**config.mk**
```make
export PLATFORM = sky130hd
export DESIGN_NAME = trap_irq_ctrl_flat
export DESIGN_NICKNAME = d
export VERILOG_FILES = /design/src/rtl/trap_irq_ctrl_if.sv /design/src/rtl/trap_irq_ctrl.sv /design/src/flat_wrapper.sv
export SDC_FILE = /design/constraint.sdc
export NUM_CORES = 1
export LEC_CHECK = 0
export CAP_MARGIN = 20
export CORE_MARGIN = 10
export CORE_UTILIZATION = 43
export CTS_CLUSTER_SIZE = 20
export DETAILED_ROUTE_END_ITERATION = 8
export PLACE_DENSITY = 0.86
export SYNTH_ARGS = -nofsm -noshare
export SYNTH_HDL_FRONTEND = slang
export SYNTH_SLANG_ARGS = --single-unit
```
**constraint.sdc**
```tcl
create_clock -name clk -period 2.8 [get_ports clk]
set_input_delay 0.28 -clock clk [delete_from_list [all_inputs] [get_ports clk]]
set_output_delay 0.28 -clock clk [all_outputs]
set_load 0.02 [all_outputs]
```
**src/rtl/trap_irq_ctrl_if.sv**
```systemverilog
// Trap controller bus: pipeline-side requests and CSR access
// towards the controller, redirect and CSR state back.
interface trap_irq_ctrl_if #(
   parameter int XLEN    = 32,
   parameter int NUM_EXC = 4,
   parameter int NUM_IRQ = 2
);
   logic [NUM_EXC-1:0] exc_req;
   logic [XLEN-1:0]    exc_pc;
   logic [XLEN-1:0]    exc_tval;
   logic [NUM_IRQ-1:0] irq_in;
   logic               retire_valid;
   logic [XLEN-1:0]    retire_pc;
   logic               pipe_stall;
   logic               mret;
   logic               csr_we;
   logic [1:0]         csr_addr;
   logic [XLEN-1:0]    csr_wdata;
   logic               redirect_valid;
   logic [XLEN-1:0]    redirect_pc;
   logic [XLEN-1:0]    mcause;
   logic [XLEN-1:0]    mepc;
   logic [XLEN-1:0]    mtval;
   logic [XLEN-1:0]    mtvec;
   logic [NUM_IRQ-1:0] mie_mask;
   logic               mstatus_mie;
   logic [NUM_IRQ-1:0] irq_pending;
   logic [1:0]         privilege;

   modport slave (
      input  exc_req, exc_pc, exc_tval, irq_in,
      input  retire_valid, retire_pc, pipe_stall, mret,
      input  csr_we, csr_addr, csr_wdata,
      output redirect_valid, redirect_pc, mcause, mepc,
      output mtval, mtvec, mie_mask, mstatus_mie,
      output irq_pending, privilege
   );

   modport master (
      output exc_req, exc_pc, exc_tval, irq_in,
      output retire_valid, retire_pc, pipe_stall, mret,
      output csr_we, csr_addr, csr_wdata,
      input  redirect_valid, redirect_pc, mcause, mepc,
      input  mtval, mtvec, mie_mask, mstatus_mie,
      input  irq_pending, privilege
   );
endinterface

```
**src/rtl/trap_irq_ctrl.sv**
```systemverilog
// Machine-mode trap/interrupt controller: prioritised exceptions,
// synchronised interrupts, mret, vectored mtvec and PC redirect.
module trap_irq_ctrl #(
   parameter int XLEN        = 32,
   parameter int NUM_EXC     = 4,
   parameter int NUM_IRQ     = 2,
   parameter int SYNC_STAGES = 2
) (
   input logic           clk,
   input logic           reset,
   trap_irq_ctrl_if.slave bus
);

   typedef enum logic {IDLE, REDIRECT} state_t;

   localparam logic [1:0] PRIV_M = 2'b11;

   state_t             state;
   logic               mpie;
   logic [NUM_IRQ-1:0] sync_q [SYNC_STAGES];
   logic [NUM_IRQ-1:0] sync_d;
   logic [NUM_IRQ-1:0] rise;
   logic [NUM_IRQ-1:0] irq_hit;
   logic [NUM_IRQ-1:0] irq_clr;
   logic [XLEN-1:0]    exc_code;
   logic [XLEN-1:0]    irq_code;
   logic [XLEN-1:0]    base;
   logic [XLEN-1:0]    irq_target;
   logic               take_exc;
   logic               take_mret;
   logic               take_irq;

   // irq_in synchroniser chain plus one delay flop for edge detect
   always_ff @(posedge clk or negedge reset) begin
      if (!reset) begin
         for (int i = 0; i < SYNC_STAGES; i++)
            sync_q[i] <= '0;
         sync_d <= '0;
      end else begin
         sync_q[0] <= bus.irq_in;
         for (int i = 1; i < SYNC_STAGES; i++)
            sync_q[i] <= sync_q[i-1];
         sync_d <= sync_q[SYNC_STAGES-1];
      end
   end

   assign rise = sync_q[SYNC_STAGES-1] & ~sync_d;

   // lowest-index exception wins; cause code is index + 1
   always_comb begin
      exc_code = '0;
      for (int i = NUM_EXC - 1; i >= 0; i--)
         if (bus.exc_req[i])
            exc_code = XLEN'(i + 1);
   end

   // lowest-index enabled pending interrupt wins
   always_comb begin
      irq_hit  = bus.irq_pending & bus.mie_mask;
      irq_clr  = '0;
      irq_code = '0;
      for (int i = NUM_IRQ - 1; i >= 0; i--)
         if (irq_hit[i]) begin
            irq_clr    = '0;
            irq_clr[i] = 1'b1;
            irq_code   = XLEN'(16 + i);
         end
   end

   // event qualification; REDIRECT ignores flushed requests
   always_comb begin
      take_exc  = (state == IDLE) && (|bus.exc_req);
      take_mret = (state == IDLE) && !take_exc && bus.mret;
      take_irq  = (state == IDLE) && !take_exc && !bus.mret
                  && bus.mstatus_mie && (|irq_hit)
                  && bus.retire_valid && !bus.pipe_stall;
      base       = {bus.mtvec[XLEN-1:2], 2'b00};
      irq_target = (bus.mtvec[1:0] == 2'b01)
                   ? base + (irq_code << 2) : base;
   end

   // FSM, CSR file and pending latches; trap updates override
   // a same-cycle CSR write to the register they touch
   always_ff @(posedge clk or negedge reset) begin
      if (!reset) begin
         state              <= IDLE;
         bus.redirect_valid <= 1'b0;
         bus.redirect_pc    <= '0;
         bus.mcause         <= '0;
         bus.mepc           <= '0;
         bus.mtval          <= '0;
         bus.mtvec          <= '0;
         bus.mie_mask       <= '0;
         bus.mstatus_mie    <= 1'b0;
         mpie               <= 1'b0;
         bus.irq_pending    <= '0;
         bus.privilege      <= PRIV_M;
      end else begin
         state              <= IDLE;
         bus.redirect_valid <= 1'b0;
         bus.irq_pending    <= (bus.irq_pending
                                & ~(take_irq ? irq_clr : '0))
                               | rise;
         if (bus.csr_we) begin
            case (bus.csr_addr)
               2'd0: begin
                  bus.mstatus_mie <= bus.csr_wdata[3];
                  mpie            <= bus.csr_wdata[7];
               end
               2'd1: bus.mtvec <= bus.csr_wdata;
               2'd2: bus.mie_mask <= bus.csr_wdata[NUM_IRQ-1:0];
               default:
                  bus.mepc <= {bus.csr_wdata[XLEN-1:2], 2'b00};
            endcase
         end
         if (take_exc) begin
            state              <= REDIRECT;
            bus.redirect_valid <= 1'b1;
            bus.redirect_pc    <= base;
            bus.mcause         <= exc_code;
            bus.mepc           <= bus.exc_pc;
            bus.mtval          <= bus.exc_tval;
            mpie               <= bus.mstatus_mie;
            bus.mstatus_mie    <= 1'b0;
            bus.privilege      <= PRIV_M;
         end else if (take_mret) begin
            state              <= REDIRECT;
            bus.redirect_valid <= 1'b1;
            bus.redirect_pc    <= bus.mepc;
            bus.mstatus_mie    <= mpie;
            mpie               <= 1'b1;
            bus.privilege      <= PRIV_M;
         end else if (take_irq) begin
            state              <= REDIRECT;
            bus.redirect_valid <= 1'b1;
            bus.redirect_pc    <= irq_target;
            bus.mcause         <= {1'b1, irq_code[XLEN-2:0]};
            bus.mepc           <= bus.retire_pc;
            bus.mtval          <= '0;
            mpie               <= bus.mstatus_mie;
            bus.mstatus_mie    <= 1'b0;
            bus.privilege      <= PRIV_M;
         end
      end
   end

endmodule

```
**src/flat_wrapper.sv**
```systemverilog
// flat-port wrapper written by rule: the top's interface ports become plain ports
module trap_irq_ctrl_flat 
#(
   parameter int XLEN        = 32,
   parameter int NUM_EXC     = 4,
   parameter int NUM_IRQ     = 2,
   parameter int SYNC_STAGES = 2
)
  (clk, reset, bus_exc_req, bus_exc_pc, bus_exc_tval, bus_irq_in, bus_retire_valid, bus_retire_pc, bus_pipe_stall, bus_mret, bus_csr_we, bus_csr_addr, bus_csr_wdata, bus_redirect_valid, bus_redirect_pc, bus_mcause, bus_mepc, bus_mtval, bus_mtvec, bus_mie_mask, bus_mstatus_mie, bus_irq_pending, bus_privilege);
  trap_irq_ctrl_if #(.XLEN(XLEN), .NUM_EXC(NUM_EXC), .NUM_IRQ(NUM_IRQ)) bus_i ();
  input logic clk;
  input logic reset;
  input wire logic [$bits(bus_i.exc_req)-1:0] bus_exc_req;
  input wire logic [$bits(bus_i.exc_pc)-1:0] bus_exc_pc;
  input wire logic [$bits(bus_i.exc_tval)-1:0] bus_exc_tval;
  input wire logic [$bits(bus_i.irq_in)-1:0] bus_irq_in;
  input wire logic [$bits(bus_i.retire_valid)-1:0] bus_retire_valid;
  input wire logic [$bits(bus_i.retire_pc)-1:0] bus_retire_pc;
  input wire logic [$bits(bus_i.pipe_stall)-1:0] bus_pipe_stall;
  input wire logic [$bits(bus_i.mret)-1:0] bus_mret;
  input wire logic [$bits(bus_i.csr_we)-1:0] bus_csr_we;
  input wire logic [$bits(bus_i.csr_addr)-1:0] bus_csr_addr;
  input wire logic [$bits(bus_i.csr_wdata)-1:0] bus_csr_wdata;
  output wire logic [$bits(bus_i.redirect_valid)-1:0] bus_redirect_valid;
  output wire logic [$bits(bus_i.redirect_pc)-1:0] bus_redirect_pc;
  output wire logic [$bits(bus_i.mcause)-1:0] bus_mcause;
  output wire logic [$bits(bus_i.mepc)-1:0] bus_mepc;
  output wire logic [$bits(bus_i.mtval)-1:0] bus_mtval;
  output wire logic [$bits(bus_i.mtvec)-1:0] bus_mtvec;
  output wire logic [$bits(bus_i.mie_mask)-1:0] bus_mie_mask;
  output wire logic [$bits(bus_i.mstatus_mie)-1:0] bus_mstatus_mie;
  output wire logic [$bits(bus_i.irq_pending)-1:0] bus_irq_pending;
  output wire logic [$bits(bus_i.privilege)-1:0] bus_privilege;
  assign bus_i.exc_req = bus_exc_req;
  assign bus_i.exc_pc = bus_exc_pc;
  assign bus_i.exc_tval = bus_exc_tval;
  assign bus_i.irq_in = bus_irq_in;
  assign bus_i.retire_valid = bus_retire_valid;
  assign bus_i.retire_pc = bus_retire_pc;
  assign bus_i.pipe_stall = bus_pipe_stall;
  assign bus_i.mret = bus_mret;
  assign bus_i.csr_we = bus_csr_we;
  assign bus_i.csr_addr = bus_csr_addr;
  assign bus_i.csr_wdata = bus_csr_wdata;
  assign bus_redirect_valid = bus_i.redirect_valid;
  assign bus_redirect_pc = bus_i.redirect_pc;
  assign bus_mcause = bus_i.mcause;
  assign bus_mepc = bus_i.mepc;
  assign bus_mtval = bus_i.mtval;
  assign bus_mtvec = bus_i.mtvec;
  assign bus_mie_mask = bus_i.mie_mask;
  assign bus_mstatus_mie = bus_i.mstatus_mie;
  assign bus_irq_pending = bus_i.irq_pending;
  assign bus_privilege = bus_i.privilege;
  trap_irq_ctrl #(.XLEN(XLEN), .NUM_EXC(NUM_EXC), .NUM_IRQ(NUM_IRQ), .SYNC_STAGES(SYNC_STAGES)) u_core (.clk(clk), .reset(reset), .bus(bus_i));
endmodule
```
==> Yosys cells after proc, flatten, opt, wreduce, memory -nomap -nowiden <==
Index checks and enable logic that the tools add are counted.
{ "word_totals": {"regBits": 175} }
{ "classes": {"eq_ne": 4, "reduce_logical": 23, "n_mux": 40, "bitwise_logic": 7, "n_addsub": 1} }
{ "ops": {"columns": ["cell", "count"], "rows": [
  ["$mux W32", 15],
  ["$add A32 B7 Y32", 1],
  ["$mux W1", 13],
  ["$mux W2", 6],
  ["$mux W3", 4],
  ["$mux W5", 2],
  ["$logic_and A1 B1 Y1", 8],
  ["$reduce_and A2 Y1", 4],
  ["$reduce_bool A4 Y1", 2],
  ["$and A2 B2 Y2", 3],
  ["$eq A2 B1 Y1 const B", 2],
  ["$not A2 Y2", 2],
  ["$reduce_or A4 Y1", 1],
  ["$logic_not A1 Y1", 3],
  ["$reduce_bool A3 Y1", 1],
  ["$reduce_or A3 Y1", 1],
  ["$eq A2 B2 Y1 const B", 1],
  ["$logic_not A2 Y1", 1],
  ["$ne A2 B1 Y1 const B", 1],
  ["$or A2 B2 Y2", 1],
  ["$reduce_bool A2 Y1", 1],
  ["$reduce_or A2 Y1", 1],
  ["$not A1 Y1", 1]
]} }

==> Logic depth before layout (Yosys ltp) <==
Gate-level depths: netlist of the first run.
{ "logic_depth": {"ltp_word": 13, "ltp_mapped": 10} }

==> Worst setup path before layout of the first run <==
OpenSTA, ideal clock, no wires.
{ "synth_path": {"path_type": "register -> register", "from": "register u_core.bus.irq_pending[1]", "to": "register u_core.bus.redirect_pc[22]", "period_less_slack_ps": 2713, "setup_time_ps": 121, "n_path_buf": 0, "path_stages_with_launch": 11, "arrival_ps": 2592, "path_slack_ps": 87, "path_cell_list": "dfrtp_1 -> nand2_1 -> a21oi_1 -> ha_1 -> ha_1 -> a41oi_1 -> nor4_1 -> nand2_1 -> nor2_1 -> o21ai_0 -> a22o_1"} }
{ "synth_via": {"elab_chain_len": 8, "elab_cells_between_ends": 13, "classes_between": "1 x add/sub; 6 x mux; 1 x bitwise; 5 x reduce/logical"} }
{ "synth_lines": {"columns": ["element", "line", "source"], "rows": [
  ["start, declared", "trap_irq_ctrl_if.sv:36", "output irq_pending, privilege"],
  ["start signal, assigned", "trap_irq_ctrl.sv:101", "bus.irq_pending <= (bus.irq_pending"],
  ["$and A2 B2 Y2 *", "trap_irq_ctrl.sv:59", "irq_hit = bus.irq_pending & bus.mie_mask;"],
  ["$mux W5 (2 in a row)", "trap_irq_ctrl.sv:63", "if (irq_hit[i]) begin"],
  ["$add A32 B7 Y32", "trap_irq_ctrl.sv:79", "? base + (irq_code << 2) : base;"],
  ["$mux W32", "trap_irq_ctrl.sv:79", null],
  ["$mux W32", "trap_irq_ctrl.sv:133", "end else if (take_irq) begin"],
  ["$mux W32", "trap_irq_ctrl.sv:126", "end else if (take_mret) begin"],
  ["$mux W32", "trap_irq_ctrl.sv:116", "if (take_exc) begin"],
  ["end signal, assigned", "trap_irq_ctrl.sv:119", "bus.redirect_pc <= base;"],
  ["end signal, assigned", "trap_irq_ctrl.sv:129", "bus.redirect_pc <= bus.mepc;"],
  ["end signal, assigned", "trap_irq_ctrl.sv:136", "bus.redirect_pc <= irq_target;"],
  ["end, declared", "trap_irq_ctrl_if.sv:34", "output redirect_valid, redirect_pc, mcause, mepc,"]
]} }
Every way passes the cells marked *; elsewhere a longest branch is shown, timed or not. The select of a mux whose other input is x is not followed.
A chain may end at the register's enable or synchronous reset.

==> Worst setup path in the final report of the first run <==
{ "layout_path": {"from": "input port bus_exc_req[1]", "to": "register u_core.bus.mepc[21]"} }
{ "layout_via": {"elab_chain_len": 12, "elab_cells_between_ends": 13, "classes_between": "3 x mux; 10 x reduce/logical"} }
{ "layout_lines": {"columns": ["element", "line", "source"], "rows": [
  ["start, declared", "flat_wrapper.sv:13", "input wire logic [$bits(bus_i.exc_req)-1:0] bus_exc_req;"],
  ["$reduce_or A4 Y1 *", "trap_irq_ctrl.sv:72", "take_exc = (state == IDLE) && (|bus.exc_req);"],
  ["$logic_and A1 B1 Y1 *", "trap_irq_ctrl.sv:72", null],
  ["$logic_not A1 Y1", "trap_irq_ctrl.sv:73, trap_irq_ctrl.sv:74", null],
  ["$logic_and A1 B1 Y1", "trap_irq_ctrl.sv:73, trap_irq_ctrl.sv:74", null],
  ["$logic_and A1 B1 Y1", "trap_irq_ctrl.sv:74", "take_irq = (state == IDLE) && !take_exc && !bus.mret"],
  ["$logic_and A1 B1 Y1 (2 in a row)", "trap_irq_ctrl.sv:75", "&& bus.mstatus_mie && (|irq_hit)"],
  ["$logic_and A1 B1 Y1 (2 in a row)", "trap_irq_ctrl.sv:76", "&& bus.retire_valid && !bus.pipe_stall;"],
  ["$mux W32", "trap_irq_ctrl.sv:133", null],
  ["$mux W32", "trap_irq_ctrl.sv:126", null],
  ["$mux W32 *", "trap_irq_ctrl.sv:116", null],
  ["end signal, assigned", "trap_irq_ctrl.sv:113", "bus.mepc <= {bus.csr_wdata[XLEN-1:2], 2'b00};"],
  ["end signal, assigned", "trap_irq_ctrl.sv:121", "bus.mepc <= bus.exc_pc;"],
  ["end signal, assigned", "trap_irq_ctrl.sv:138", "bus.mepc <= bus.retire_pc;"],
  ["end, declared", "trap_irq_ctrl_if.sv:34", null]
]} }
Every way passes the cells marked *; elsewhere a longest branch is shown, timed or not.

==> impl_results.md, run 1 <==
* Clk Latency, worst-skew pair at ~420 ps
* Commonest cells after routing, fill and taps aside: clkdlybuf4s50_1, nand2_1, dfrtp_1, o21ai_0, buf_4
* Wirelength, routed at around 27000 um
* RSZ-0062 raised after global routing: false
* Largest net degree at the start of global routing at just over 70
* Vias/cell at around 5.5
* Met3 Use GR at 0.0693
* Critical path data required time at 3040 ps
* Highest clock rate at about 0.39 GHz
* Final ANT Viol Nets at 0
* Most common cell after layout, fill and taps aside: clkdlybuf4s50_1
* Post-CTS setup buffer count at 0
* Post-DP HPWL at around 21000 um
* Tot Pwr at approximately 9.3 mW
* Die width at ~150 um
* Synth top area share at 0.499
* Synth cell types at between 50 and 60
* H-tree levels at 4
* Final period utilization at 0.905
* Grt peak-use layer: met2
* Period minus WS final at 2530 ps
* Post-synth EDFFs at 0
* FF+latch count, synth at ~150
* First-pass GRT wire length at 41700 um
* # IOs at 310
* Final cell utilization of the core at 0.671
* Longest Clk Path Bufs at 2
* CP arrival at ~2800 ps
* Fin. max-slew vios at 0
* Vias at slightly above 7k
* DR DRC count at 0
* Met1 global-route usage at 0.285
* Avg WL per Cell at just over 20 um
* Total global routing track utilization at 0.235
* IO Port Bufs at between 200 and 300
* Root buffer cell: clkbuf_16
* Rows at 47
* Max_slew headroom at 0.353
* Reg area at 0.00365 mm2
* Die ar. at around 0.023 mm2
* PwrDens at about 840 mW/mm2
* First-pass DRT Iterations at 5
* Mapped Cells at roughly 800
* GRT met2 Usage at 0.391
* Initial detailed-routing violation count at 378
* Initial antenna violation count at 0
* CP Launch Type: primary input
* Max cap viols at 0
* Main synth FF type: dfrtp_1
* Die Ht at about 150 um
* Avg Inst Size Synth at 9.30 um2
* HP Class: primary input to flip-flop
* Vias in the first global route at about 7.4k
* Share of cells above drive strength 1 at 0.122
* Post-synth ARST share at 1.00
* Nets at 1229
* Synth warn at 0
* Clk slew on worst S/H paths at ~70 ps
* Multi-input logic area at around 0.0033 mm2
* Starting density of the core at 0.440
* P&R area growth vs syn at 52.5%
* Worst Path Max Fanout at 20
* WS Path Type: primary input to flip-flop
* Largest area contributor in the netlist: dfrtp_1
* Slew at the pin with the worst max-slew slack at just under 1000 ps
* Synthesized cell area at roughly 0.0073 mm2
* Gpl congestion at between 0.8 and 0.9
* Seq/Total Area, Yosys at 0.499
* CTS tree: done
* Clock Skew at ~9.4 ps
* Core region area at between 0.015 and 0.02 mm2
* Area contributors post-synth: dfrtp_1, nand2_1, o21ai_0, mux2_2, mux2i_1
* FILL cells at approximately 1.3k
* Clock Sinks at 146
* Status: finished clean
* Global route overflow at 0
* N_diodes at 0
* Cts bufs inserted at 17
* Placed cell area at ~0.011 mm2
* CP Capture Type: flip-flop
* Design area at roughly 0.011 mm2
* Fin. Hold Viols at 0
* Worst vdd ir at between 0.0004 and 0.0005 V
* Leakage power at around 5.0 nW
* Setup Viol. Count Final at 0
critical path, stage by stage:
cell and delay (ps):
clkdlybuf4s50_1 440, or4_1 650, or4_2 690, buf_4 200
buf_4 200, o21ai_0 190, o21ai_0 130
metrics by stage:
stage,instances,TNS [ps],setup WS (ps),hold slack [ps]
final,1317,0,266,299
after global routing,1317,0,69.9,285
after CTS,1317,0,157,292
after detailed placement,1284,-1330,-157,335
after global placement,1284,-22.9,-22.9,334
after floorplan,815,0,87.0,-15.6
cells by family after synthesis:
kind of cell | Yosys count | share of synthesized area
AO/OA/AOI/OAI | 213 | 0.174
XOR/XNOR | 7 | 0.00837
adder cells (fa/ha/maj) | 3 | 0.00512
buffers and inverters | 92 | 0.0644
flip-flops | 146 | 0.499
multiplexers | 65 | 0.0948
other | 2 | 0.00103
AND/OR/NAND/NOR | 260 | 0.154
final timing paths:
| path | startpoint | end | slack [ps] | cells after the start |
|---|---|---|---|---|
| worst max-delay path | bus_exc_req[1] | u_core.bus.mepc[21] | 270 | 7 |
| worst min-delay path | bus_irq_in[0] | u_core.sync_q[2] | 300 | 1 |
| worst max register to register | u_core.bus.irq_pending[1] | u_core.bus.redirect_pc[22] | 290 | 11 |
| worst min register to register | u_core.sync_q[3] | u_core.sync_q[1] | 350 | 0 |
| max in group asynchronous | reset | u_core.bus.mepc[14] | 1550 | 3 |
| min in group asynchronous | reset | u_core.bus.mtval[7] | 450 | 2 |
cell usage after synthesis, types with 4 or more instances:
library cell,instances
buf_4,30
nor2_1,31
buf_2,5
nor4_1,4
and3_1,12
mux2i_1,30
dfrtp_1,146
a31oi_1,9
a21oi_1,24
nand2b_1,4
nand4_1,5
inv_1,8
nand3_1,13
mux2_2,35
a22o_1,7
xor2_1,4
nor3_1,7
o21ai_0,121
clkbuf_1,45
a311oi_1,6
nand2_1,168
o22ai_1,8
a22oi_1,6
sequential cells by signal, indices dropped and copies added, names as in the netlist:
name and count:
u_core.bus.mie_mask 2, u_core.bus.mcause 5, u_core.state 1, u_core.sync_d 2
u_core.bus.mstatus_mie 1, u_core.bus.mtvec 32, u_core.mpie 1, u_core.bus.redirect_pc 32
u_core.sync_q 4, u_core.bus.mtval 32, u_core.bus.mepc 32, u_core.bus.irq_pending 2
cell type report:
type,count,area share
clock inverter,15,0.0162
multi-input combinational,577,0.300
tap,220,0.0246
timing repair buffer,333,0.291
inverter,9,0.00302
clock buffer,17,0.0381
sequential,146,0.327
per-layer routing:
layer / vias up / part of all wire
met4: 0 / 0.024
met2: 330 / 0.49
met1: 3507 / 0.40
met5: - / 0
met3: 38 / 0.094
li1: 3321 / -
where the power goes:
part           internal [mW]  total, mW  switching (mW)
clock network           1.41       2.37           0.953
logic                   1.76       3.76            2.00
registers               2.70       3.21           0.513
repair_timing:
action                                  in CTS  in global routing
hold buffers                                 1                  0
gates resized for setup                      0                  3
endpoints found under the setup margin       0                  3
hold endpoints to repair                    68                  0
Power figures use the tool's default switching activity.
==> run 2: changes to the inputs <==
- clock period: 2.8 -> 2.6 ns (I/O delays scaled with it)
==> impl_results.md, run 2 (same netlist as run 1, synthesis figures left out) <==
* Total global routing track utilization at 0.235
* Multi-input logic area at ~0.0034 mm2
* Hold Crit Endpoint: u_core.sync_q[2]
* Gpl congestion at roughly 0.88
* Initial antenna violation count at 0
* Fin. max-slew vios at 0
* Fin. Hold Viols at 0
* Hold Path Stages at 1
* Critical path data required time at ~2900 ps
* Root buffer cell: clkbuf_16
* Post-DP HPWL at around 21000 um
* Vias in the first global route at slightly above 7k
* Avg WL per Cell at ~21 um
* R2r setup slk at roughly 160 ps
* CP Cell Sequence: clkdlybuf4s50_1 -> or4_1 -> or4_2 -> buf_12 -> buf_4 -> o21ai_0 -> o21ai_0
* Clk Latency, worst-skew pair at 420 ps
* Largest net degree at the start of global routing at 67
* Core region area at about 0.017 mm2
* Final period utilization at 0.941
* DR DRC count at 0
* Global route overflow at 0
* Nets at approximately 1.2k
* CP Launch Type: primary input
* WS Path Type: primary input to flip-flop
* Final cell utilization of the core at 0.674
* Final ANT Viol Nets at 0
* Clock Sinks at 146
* Reg2Reg Depth at 7
* Instance count on the critical path at 7
* Rows at 47
* Longest Clk Path Bufs at 2
* Die width at between 150 and 200 um
* CP dominant cell by count: o21ai_0
* Status: finished clean
* CP peak stage delay at 740 ps
* FF-to-FF Start: u_core.bus.mie_mask[0]
* Finished Layout Cells at approximately 1.3k
* Cts bufs inserted at 17
* Commonest cells after routing, fill and taps aside: clkdlybuf4s50_1, nand2_1, dfrtp_1, o21ai_0, buf_4
* Period minus WS final at 2450 ps
* Max_slew headroom at 0.657
* P&R area growth vs syn at 53.2%
* Worst vdd ir at 0.000496 V
* First-pass GRT wire length at slightly above 40000 um
* Delay-heaviest family, CP: simple AND/OR/NAND/NOR gates
* Placed cells at around 1.3k
* Max cap viols at 0
* Slowest-stage cell, CP: or4_2
* Most common cell after layout, fill and taps aside: clkdlybuf4s50_1
* Worst Path Max Fanout at 13
* Starting density of the core at 0.440
* Highest clock rate at 0.409 GHz
* FF-to-FF End: u_core.bus.mepc[22]
* RSZ-0062 raised after global routing: false
* N_diodes at 0
* CTS tree: done
* First-pass DRT Iterations at 5
* CP arrival at around 2700 ps
* Slew at the pin with the worst max-slew slack at between 500 and 600 ps
* Wirelength, routed at 27700 um
* H-tree levels at 4
* Leakage power at 4.99 nW
* Vias/cell at about 5.5
* Vias at between 7k and 8k
* Hold Path Origin: bus_irq_in[0]
* Clk slew on worst S/H paths at roughly 60 ps
* Clock Skew at around 7.4 ps
* Share of cells above drive strength 1 at 0.129
* CP Capture Type: flip-flop
* Initial detailed-routing violation count at 470
* Die Ht at between 150 and 200 um
* PwrDens at 881 mW/mm2
* Worst path bufs/invs at 3
* Reg area at ~0.0037 mm2
* IO Port Bufs at 280
* FILL cells at around 1.3k
* Setup Viol. Count Final at 0
* Die ar. at roughly 0.023 mm2
* HP Class: primary input to flip-flop
* # IOs at 310
[run 2: changes by cell type in the layout (fill, tap and decap cells not counted), moves of 2 or more]
cell	previous run	this run
buf_4	48	57
bufinv_16	3	1
clkbuf_1	0	3
clkbuf_8	0	2
ha_1	2	0
inv_6	3	0
[run 2: report_power, final]
part | switching (mW) | leakage (nW) | internal, mW
Combinational | 2.20 | 2.97 | 1.95
Sequential | 0.537 | 1.76 | 2.91
Clock | 0.937 | 0.258 | 1.36
[run 2: final cells by class]
cell class / instances / area share
clock inverter: 9 / 0.00747
multi-input combinational: 577 / 0.300
sequential: 146 / 0.325
tap: 220 / 0.0245
clock buffer: 22 / 0.0414
timing repair buffer: 343 / 0.298
inverter: 9 / 0.00301
[run 2: through the flow]
stage	power, mW	setup WS (ps)	hold slack (ps)	cell area [um2]	setup TNS (ps)
final	9.89	153	282	11200	0
after global routing	10.4	33.4	265	11200	0
after CTS	9.92	31.9	269	11200	0
after detailed placement	7.60	-268	219	10600	-5770
after global placement	7.49	-155	213	10600	-3200
after floorplan	5.32	90.8	-35.6	7430	0
[run 2: how the worst max path moves through the flow]
stage | startpoint | endpoint | slack, ps
floorplan | u_core.bus.irq_pending[1] | u_core.bus.redirect_pc[22] | 90
CTS | u_core.bus.irq_pending[1] | u_core.bus.redirect_pc[29] | 30
detailed placement | bus_exc_req[1] | u_core.bus.mepc[22] | -270
global route | u_core.bus.mie_mask[0] | u_core.bus.redirect_pc[9] | 30
finish | bus_exc_req[0] | u_core.bus.mepc[22] | 150
global placement | bus_exc_req[0] | u_core.bus.redirect_pc[22] | -160
[run 2: layer usage]
layer	routed length, um	track usage
met5	0	0
met3	2610	0.0708
met4	623	0.0821
met2	13600	0.392
met1	10900	0.281
[run 2: worst reg2reg max path, stage by stage, from the launching register on]
cell,delay [ps]
dfrtp_1,420
a22o_1,280
nand4b_1,250
or4_2,690
buf_12,200
buf_4,160
o21ai_0,200
o21ai_0,110
[run 2: repair_timing]
action | in CTS | in global routing
hold buffers | 1 | 0
setup endpoints to repair | 2 | 11
setup buffers | 0 | 0
pin swaps | 0 | 1
resized for setup | 2 | 4
endpoints found under the hold margin | 42 | 0
==> run 3: changes to the inputs <==
- clock period: 2.6 -> 2.7 ns (I/O delays scaled with it)
==> impl_results.md, run 3 (same netlist as run 1, synthesis figures left out) <==
* Status: finished clean
* Clock Sinks at ~150
* CP Capture Type: flip-flop
* Final ANT Viol Nets at 0
* CP Cell Sequence: nand2_1 -> a21oi_2 -> ha_2 -> ha_1 -> a41oi_2 -> buf_4 -> nor2_1 -> nand4_1 -> a21oi_1 -> o221ai_1 -> o21ai_0
* Post-DP HPWL at 20400 um
* Vias/cell at roughly 5.5
* CP peak stage delay at 400 ps
* Slowest-stage cell, CP: dfrtp_1
* Global route overflow at 0
* Smallest hold slack at 286 ps
* Gpl congestion at ~0.9
* Place WS at -120 ps
* Die width at about 150 um
* Final cell utilization of the core at 0.672
* DR DRC count at 0
* H-tree levels at 4
* Clk Latency, worst-skew pair at about 420 ps
* CP arrival at around 2900 ps
* PwrDens at around 880 mW/mm2
* Critical path data required time at between 3000 and 4000 ps
* Die Ht at between 150 and 200 um
* Longest Clk Path Bufs at 2
* Final period utilization at 0.930
* WS Path Type: flip-flop to flip-flop
* Worst path bufs/invs at 1
* Rows at 47
* Placed cells at between 1k and 1.5k
* Wirelength, routed at around 27000 um
* Commonest cells after routing, fill and taps aside: clkdlybuf4s50_1, nand2_1, dfrtp_1, o21ai_0, buf_4
* Period minus WS final at around 2500 ps
* Worst Setup SP: u_core.bus.irq_pending[1]
* Leakage power at 4.97 nW
* Multi-input logic area at between 0.003 and 0.004 mm2
* Slew at the pin with the worst max-slew slack at approximately 700 ps
* Cts bufs inserted at 17
* FF-to-FF Start: u_core.bus.irq_pending[1]
* Root buffer cell: clkbuf_16
* Initial detailed-routing violation count at 521
* CP Launch Type: flip-flop
* HP Class: primary input to flip-flop
* First-pass GRT wire length at about 41000 um
* P&R area growth vs syn at 52.6%
* Avg WL per Cell at between 20 and 25 um
* Max cap viols at 0
* CTS tree: done
* IO Port Bufs at 280
* Setup Viol. Count Final at 0
* Nets at between 1k and 1.5k
* # IOs at slightly above 300
* Worst Setup Slack, final at about 190 ps
* Reg area at roughly 0.0037 mm2
* Largest net degree at the start of global routing at between 60 and 70
* Fin. max-slew vios at 0
* Most common cell after layout, fill and taps aside: clkdlybuf4s50_1
* Max_slew headroom at 0.525
* Clock Skew at around 7 ps
* Placed cell area at between 0.01 and 0.015 mm2
* FILL cells at 1312
* Delay-heaviest family, CP: compound AO/OA/AOI/OAI gates
* Worst vdd ir at ~0.00048 V
* Core region area at around 0.017 mm2
* RSZ-0062 raised after global routing: false
* Clk slew on worst S/H paths at around 60 ps
* Hold Path Origin: bus_irq_in[0]
* Starting density of the core at 0.440
* Highest clock rate at 0.398 GHz
* N_diodes at 0
* Vias at 7179
* Fin. Hold Viols at 0
* Share of cells above drive strength 1 at 0.115
* Design area at roughly 0.011 mm2
* Finished Layout Cells at 1311
* Initial antenna violation count at 0
* Vias in the first global route at 7170
* Total global routing track utilization at 0.230
* Die ar. at roughly 0.023 mm2
* Worst Path Max Fanout at 4
* First-pass DRT Iterations at 5
[run 3: worst paths after layout]
| kind | end | slack (ps) | depth (start not counted) |
|---|---|---|---|
| min in group asynchronous | u_core.bus.mtval[11] | 420 | 2 |
| setup reg to reg | u_core.bus.redirect_pc[12] | 190 | 11 |
| hold / removal | u_core.sync_q[2] | 290 | 1 |
| max in group asynchronous | u_core.bus.mtval[25] | 1550 | 3 |
| hold reg to reg | u_core.sync_q[0] | 350 | 0 |
| setup / recovery | u_core.bus.redirect_pc[12] | 190 | 11 |
[run 3: cell type report]
cell class / count / area share
Clock buffer: 22 / 0.0424
Clock inverter: 9 / 0.0159
Inverter: 9 / 0.00302
Multi-Input combinational cell: 577 / 0.300
Sequential cell: 146 / 0.327
Tap cell: 220 / 0.0246
Timing Repair Buffer: 328 / 0.288
[run 3: layer usage]
metal  up-vias  part of all wire  track usage
met5         -                 0            0
met4         0             0.015       0.0680
met3        32              0.10       0.0726
met2       355              0.49        0.385
met1      3484              0.40        0.276
li1       3308                 -            -
[run 3: what timing repair did]
item	CTS	global route
buffers inserted	0	0
hold buffers	1	0
endpoints found under the hold margin	57	0
gates resized for setup	0	3
setup endpoints to repair	0	10
[run 3: worst reg2reg max path, stage by stage, from the launching register on]
cell	delay, ps
dfrtp_1	400
nand2_1	90
a21oi_2	160
ha_2	240
ha_1	260
a41oi_2	220
buf_4	210
nor2_1	230
nand4_1	140
a21oi_1	180
o221ai_1	140
o21ai_0	150
[run 3: per-stage QoR]
step | power [mW] | TNS, ps
floorplan | 5.12 | 0
global placement | 7.16 | -120
detailed placement | 7.25 | -484
CTS | 9.90 | 0
global route | 10.3 | 0
finish | 9.85 | 0
[run 3: report_power, final]
group          switching (mW)  total (mW)  internal [mW]
Combinational            2.07        3.89           1.82
Sequential              0.536        3.33           2.80
Clock                   0.912        2.62           1.71
Total                    3.52        9.85           6.33
